File: src/rtl/pl_mem_pkg.sv
// Shared types for the MEM-stage store buffer: entry layout, FSM states, default depth.
package pl_mem_pkg;

  localparam int unsigned SB_DEPTH_DEFAULT = 4;

  typedef struct packed {
    logic [29:0] waddr;
    logic [31:0] data;
  } sb_entry_t;

  typedef enum logic [1:0] {IDLE, WR, RD} sb_state_t;

  function automatic logic [31:0] word_addr(input logic [29:0] waddr);
    return {waddr, 2'b00};
  endfunction

endpackage

File: src/rtl/pl_sb_fifo.sv
// Circular store buffer with push/pop and a parallel address match returning the youngest hit.
module pl_sb_fifo
  import pl_mem_pkg::*;
#(
  parameter int unsigned Depth = SB_DEPTH_DEFAULT
) (
  input  logic        clk_i,
  input  logic        rst_i,
  input  logic        push_i,
  input  sb_entry_t   push_entry_i,
  input  logic        pop_i,
  input  logic [29:0] match_waddr_i,
  output sb_entry_t   head_o,
  output logic        full_o,
  output logic        empty_o,
  output logic        hit_o,
  output logic [31:0] hit_data_o
);

  localparam int unsigned PtrW = $clog2(Depth);
  localparam int unsigned CntW = $clog2(Depth + 1);

  sb_entry_t             mem_q [Depth];
  logic [PtrW-1:0]       rd_ptr_q, wr_ptr_q;
  logic [CntW-1:0]       count_q;
  logic [PtrW-1:0]       idx;

  always_ff @(posedge clk_i) begin
    if (rst_i) begin
      rd_ptr_q <= '0;
      wr_ptr_q <= '0;
      count_q  <= '0;
    end else begin
      if (push_i) wr_ptr_q <= wr_ptr_q + 1'b1;
      if (pop_i)  rd_ptr_q <= rd_ptr_q + 1'b1;
      count_q <= count_q + CntW'(push_i) - CntW'(pop_i);
    end
  end

  // Push into a full buffer is only legal alongside a pop, so it overwrites the departing head.
  always_ff @(posedge clk_i) begin
    if (push_i) mem_q[wr_ptr_q] <= push_entry_i;
  end

  assign head_o  = mem_q[rd_ptr_q];
  assign full_o  = (count_q == CntW'(Depth));
  assign empty_o = (count_q == '0);

  // Scan oldest to youngest so the last valid match wins.
  always_comb begin
    hit_o      = 1'b0;
    hit_data_o = '0;
    idx        = '0;
    for (int unsigned i = 0; i < Depth; i++) begin
      idx = rd_ptr_q + PtrW'(i);
      if ((CntW'(i) < count_q) && (mem_q[idx].waddr == match_waddr_i)) begin
        hit_o      = 1'b1;
        hit_data_o = mem_q[idx].data;
      end
    end
  end

endmodule

File: src/rtl/pl_store_buffer.sv
// MEM-stage front end: posted store buffer draining over req/ack, load reads, pipeline stall.
// Optional store-to-load forwarding enabled by defining PL_SB_STORE_FWD_EN.
module pl_store_buffer
  import pl_mem_pkg::*;
#(
  parameter int unsigned SB_DEPTH = SB_DEPTH_DEFAULT
) (
  input  logic        clk_i,
  input  logic        rst_i,
  input  logic        ld_i,
  input  logic        st_i,
  input  logic [31:0] addr_i,
  input  logic [31:0] wdata_i,
  output logic [31:0] rdata_o,
  output logic        stall_o,
  output logic        sb_empty_o,
  output logic        mem_req_o,
  output logic        mem_we_o,
  output logic [31:0] mem_addr_o,
  output logic [31:0] mem_wdata_o,
  input  logic [31:0] mem_rdata_i,
  input  logic        mem_ack_i
);

  sb_state_t   state_q, state_d;
  logic        mem_req_q, mem_req_d;
  logic        mem_we_q, mem_we_d;
  logic [31:0] mem_addr_q, mem_addr_d;
  logic [31:0] mem_wdata_q, mem_wdata_d;

  sb_entry_t   in_entry, head, drain_entry;
  logic        push, pop, fifo_full, fifo_empty, match_hit;
  logic [31:0] match_data;
  logic        fwd_hit, ld_blocked, ld_miss, wr_ack, rd_ack;
  logic        unused_addr;

  assign unused_addr = ^addr_i[1:0];
  assign in_entry    = '{waddr: addr_i[31:2], data: wdata_i};

  pl_sb_fifo #(
    .Depth (SB_DEPTH)
  ) u_fifo (
    .clk_i         (clk_i),
    .rst_i         (rst_i),
    .push_i        (push),
    .push_entry_i  (in_entry),
    .pop_i         (pop),
    .match_waddr_i (addr_i[31:2]),
    .head_o        (head),
    .full_o        (fifo_full),
    .empty_o       (fifo_empty),
    .hit_o         (match_hit),
    .hit_data_o    (match_data)
  );

  assign sb_empty_o = fifo_empty & (state_q != WR);

`ifdef PL_SB_STORE_FWD_EN
  assign fwd_hit    = ld_i & match_hit;
  assign ld_blocked = 1'b0;
`else
  logic unused_match_data;
  assign unused_match_data = ^match_data;
  assign fwd_hit    = 1'b0;
  // A load overlapping buffered stores waits for the buffer to drain completely.
  assign ld_blocked = match_hit & ~sb_empty_o;
`endif

  assign ld_miss = ld_i & ~fwd_hit & ~ld_blocked;
  assign wr_ack  = (state_q == WR) & mem_ack_i;
  assign rd_ack  = (state_q == RD) & mem_ack_i;

  always_comb begin
    stall_o = 1'b0;
    if (ld_i)      stall_o = ~(fwd_hit | rd_ack);
    else if (st_i) stall_o = fifo_full & ~wr_ack;
  end

  // A simultaneous st is dropped; the load owns the cycle.
  assign push = st_i & ~ld_i & ~stall_o;
  assign pop  = wr_ack;

  always_comb begin
    rdata_o = '0;
    if (ld_i & ~stall_o) rdata_o = fwd_hit ? match_data : mem_rdata_i;
  end

  // An empty buffer drains the incoming store straight away instead of waiting a cycle.
  assign drain_entry = fifo_empty ? in_entry : head;

  always_comb begin
    state_d     = state_q;
    mem_req_d   = mem_req_q;
    mem_we_d    = mem_we_q;
    mem_addr_d  = mem_addr_q;
    mem_wdata_d = mem_wdata_q;
    unique case (state_q)
      IDLE: begin
        if (ld_miss) begin
          state_d     = RD;
          mem_req_d   = 1'b1;
          mem_we_d    = 1'b0;
          mem_addr_d  = {addr_i[31:2], 2'b00};
          mem_wdata_d = '0;
        end else if (~fifo_empty | push) begin
          state_d     = WR;
          mem_req_d   = 1'b1;
          mem_we_d    = 1'b1;
          mem_addr_d  = word_addr(drain_entry.waddr);
          mem_wdata_d = drain_entry.data;
        end
      end
      WR, RD: begin
        if (mem_ack_i) begin
          state_d   = IDLE;
          mem_req_d = 1'b0;
        end
      end
      default: begin
        state_d   = IDLE;
        mem_req_d = 1'b0;
      end
    endcase
  end

  always_ff @(posedge clk_i) begin
    if (rst_i) begin
      state_q     <= IDLE;
      mem_req_q   <= 1'b0;
      mem_we_q    <= 1'b0;
      mem_addr_q  <= '0;
      mem_wdata_q <= '0;
    end else begin
      state_q     <= state_d;
      mem_req_q   <= mem_req_d;
      mem_we_q    <= mem_we_d;
      mem_addr_q  <= mem_addr_d;
      mem_wdata_q <= mem_wdata_d;
    end
  end

  assign mem_req_o   = mem_req_q;
  assign mem_we_o    = mem_we_q;
  assign mem_addr_o  = mem_addr_q;
  assign mem_wdata_o = mem_wdata_q;

  ld_st_exclusive_a: assert property (@(posedge clk_i) disable iff (rst_i) !(ld_i && st_i));

endmodule

File: config.mk
export PLATFORM = sky130hd
export DESIGN_NAME = pl_store_buffer
export DESIGN_NICKNAME = d
export VERILOG_FILES = /design/src/rtl/pl_mem_pkg.sv /design/src/rtl/pl_sb_fifo.sv /design/src/rtl/pl_store_buffer.sv
export SDC_FILE = /design/constraint.sdc
export NUM_CORES = 1
export LEC_CHECK = 0
export CORE_MARGIN = 8
export CORE_UTILIZATION = 34
export CTS_BUF_LIST = sky130_fd_sc_hd__clkbuf_8
export DETAILED_ROUTE_END_ITERATION = 10
export DONT_BUFFER_PORTS = 1
export PLACE_DENSITY = 0.47
export REMOVE_ABC_BUFFERS = 1
export SYNTH_ARGS = -nofsm -noshare
export SYNTH_HDL_FRONTEND = slang
export SYNTH_SLANG_ARGS = --single-unit
File: constraint.sdc
create_clock -name clk_i -period 3.1 [get_ports clk_i]
set_clock_uncertainty 0.1 [all_clocks]
set_input_delay 0.465 -clock clk_i [delete_from_list [all_inputs] [get_ports clk_i]]
set_output_delay 0.465 -clock clk_i [all_outputs]
set_load 0.01 [all_outputs]
==> results.json <==
{
  "critPathLaunchType": "flop",
  "tightest_slew_ns": 0.742,
  "seqCellArea_um2": 8960,
  "rows": 82,
  "die_w_um": 239,
  "start_util": 0.341,
  "grt_max_degree": 46,
  "ios": 201,
  "end_kind": "flop",
  "ys_seq_elements": 323,
  "avgSynthCellArea_um2": 15.1,
  "antenna_left": 0,
  "peakVddDrop_mv": 0.410,
  "die_area_um2": 57400,
  "period_needed_ns": 3.61,
  "grt_pass1_vias": 12000,
  "finalCritPeriodShare": 1.17,
  "synthTopCellsByCount": "edfxtp_1, mux2i_1, mux4_2",
  "setup_viol": 66,
  "grt_pass1_wl_um": 79000,
  "hold_ws_ns": -0.233,
  "drc": 0,
  "routed_via_density": 5.31,
  "required_ns": 3.56,
  "critPathKind": "flop to flop",
  "grt_remaining_overflow": 0,
  "syn_area_um2": 17000,
  "slew_headroom": 0.505,
  "vias": 11500,
  "place_congestion": 0.862,
  "cts-root-buf": "clkbuf_8",
  "finalWirelength_um": 55500,
  "yosysWarningCount": 0,
  "portBuffers": 0,
  "status": "finished, violations left",
  "power.density_nw_per_um2": 634,
  "wl_per_cell_um": 25.5,
  "yosysMostFrequentCell": "edfxtp_1",
  "fill_cells": 4541,
  "rsz0062_at_grt": "yes",
  "clk_latency_ns": 0.67,
  "async_flop_share": 0,
  "core_region_area_um2": 49800,
  "clockBufferDepth": 3,
  "setup_ws_ns": -0.512,
  "synth_top_cell_by_area": "edfxtp_1",
  "cts_buffers": 61,
  "yosysSeqAreaShare": 0.527,
  "yosysUniqueCellTypes": 62,
  "drtIter0Drc": 806,
  "final_util": 0.451,
  "final-max-slew-violation-count": 0,
  "cts_num_sinks": 323,
  "p_leak_nw": 7.98,
  "final_nets": 1560,
  "drive_above_1_share": 0.423,
  "hold_path.class": "input pin to flop",
  "violations": "hold timing, setup timing",
  "synth_edf_count": 248,
  "diodes": 0,
  "clk_pin_slew_worst_paths_ns": 0.07,
  "power_mw": 14.2,
  "synthCells": 1124,
  "hold_viol": 34,
  "die-height_um": 239,
  "firstDrtPassIters": 5,
  "cp_max_fo": 12,
  "arrival_ns": 4.07,
  "dp_hpwl_um": 36300,
  "fmax_mhz": 277,
  "grt.total_usage": 0.183,
  "antenna_found_initial": 0,
  "h-tree-depth": 2,
  "multiInputGateArea_um2": 7840,
  "synth_top_flop_cell": "edfxtp_1",
  "synth_top_area_frac": 0.439,
  "synth_area_leaders": "edfxtp_1, mux4_2, dfxtp_1",
  "cts_tree": "yes",
  "area_growth_pct": 32.1,
  "maxCapViolations": 0
}
## kinds of logic after synthesis
family                   Yosys count  synth area share
adder cells (fa/ha/maj)           12           0.00928
AO/OA/AOI/OAI                    142            0.0811
buffers and inverters            118            0.0382
XOR/XNOR                         105            0.0542
AND/OR/NAND/NOR                  170            0.0528
flip-flops                       323             0.527
multiplexers                     253             0.237
other                              1          0.000221
## final cells by class
class / count / share of cell area
clock buffer: 75 / 0.0460
tap: 672 / 0.0375
timing repair buffer: 351 / 0.149
sequential: 323 / 0.400
multi-input combinational: 685 / 0.350
clock inverter: 41 / 0.0139
inverter: 25 / 0.00418
## stage by stage
step | TNS (ns) | setup slack (ns) | area (um2) | std cells | hold WS (ns)
floorplan | -326.52 | -5.31 | 16400 | 1032 | 0.382
detailed placement | -54.63 | -1.15 | 19500 | 1960 | 0.413
CTS | -35.54 | -0.599 | 21900 | 2156 | -0.316
global route | -36.89 | -0.634 | 22400 | 2172 | -0.293
global placement | -52.97 | -1.13 | 19500 | 1960 | 0.412
finish | -29.46 | -0.512 | 22400 | 2172 | -0.233
## timing repair
action,CTS,global route
pin swaps,23,15
hold buffers,69,1
endpoints found under the hold margin,323,38
resized for setup,54,52
cloned,2,7
setup endpoints to repair,66,66
buffers inserted,12,11
## sequential cells by signal (all words and copies together) (netlist names), named ones only
register and cells:
mem_addr_o 30, u_fifo.wr_ptr_q 2, u_fifo.mem_q 248, u_fifo.rd_ptr_q 2
state_q 2, mem_we_o 1, u_fifo.count_q 3, mem_req_o 1
mem_wdata_o 32
## cell usage in the layout (no fill, tap or decap), types with 10 or more instances in the layout
cell / Yosys / layout
edfxtp_1: 248 / 248
buf_4: 21 / 234
mux4_2: 112 / 117
mux2i_1: 126 / 110
clkbuf_8: 0 / 75
dfxtp_1: 75 / 71
xnor2_1: 82 / 70
dlygate4sd3_1: 0 / 70
nor2_1: 50 / 38
inv_1: 24 / 38
and2_1: 36 / 32
o2bb2ai_2: 30 / 30
nand2_1: 27 / 27
buf_12: 1 / 26
a211oi_2: 20 / 23
xor2_1: 23 / 20
nand4_1: 20 / 20
clkinv_2: 0 / 15
mux2i_2: 0 / 14
o21ai_0: 15 / 13
a21oi_1: 13 / 11
ha_1: 11 / 11
nor2_2: 1 / 10
mux2_2: 10 / 10
xnor2_2: 0 / 10
buf_6: 12 / 10
## per-layer routing
metal,wire [um],track usage
met4,1530,0.0677
met1,23900,0.241
met5,0,0
met2,26600,0.291
met3,3400,0.0446
## power by group
group          internal (mW)  switching [mW]
Clock                   2.55            1.97
Sequential              5.05           0.382
Combinational           2.06            2.21
## critical path, stage by stage, from the launching register on
cell	delay (ns)
dfxtp_4	0.38
buf_6	0.19
mux4_2	0.55
xnor2_2	0.19
nand4_1	0.24
a2111oi_4	0.36
buf_4	0.16
nand4_1	0.14
o21ai_4	0.14
buf_4	0.15
nor3_4	0.06
o221a_4	0.28
buf_12	0.16
clkbuf_16	0.18
mux2i_1	0.15
nor2_1	0.05
## path summary, 6_finish.rpt
path	startpoint	endpoint	slack, ns	cells after the start
min	rst_i	mem_addr_o[28]	-0.23	1
min reg2reg	mem_wdata_o[17]	mem_wdata_o[17]	0.42	1
max	u_fifo.rd_ptr_q[1]	mem_addr_o[9]	-0.51	15
max reg2reg	u_fifo.rd_ptr_q[1]	mem_addr_o[9]	-0.51	15
Power figures use the tool's default switching activity.
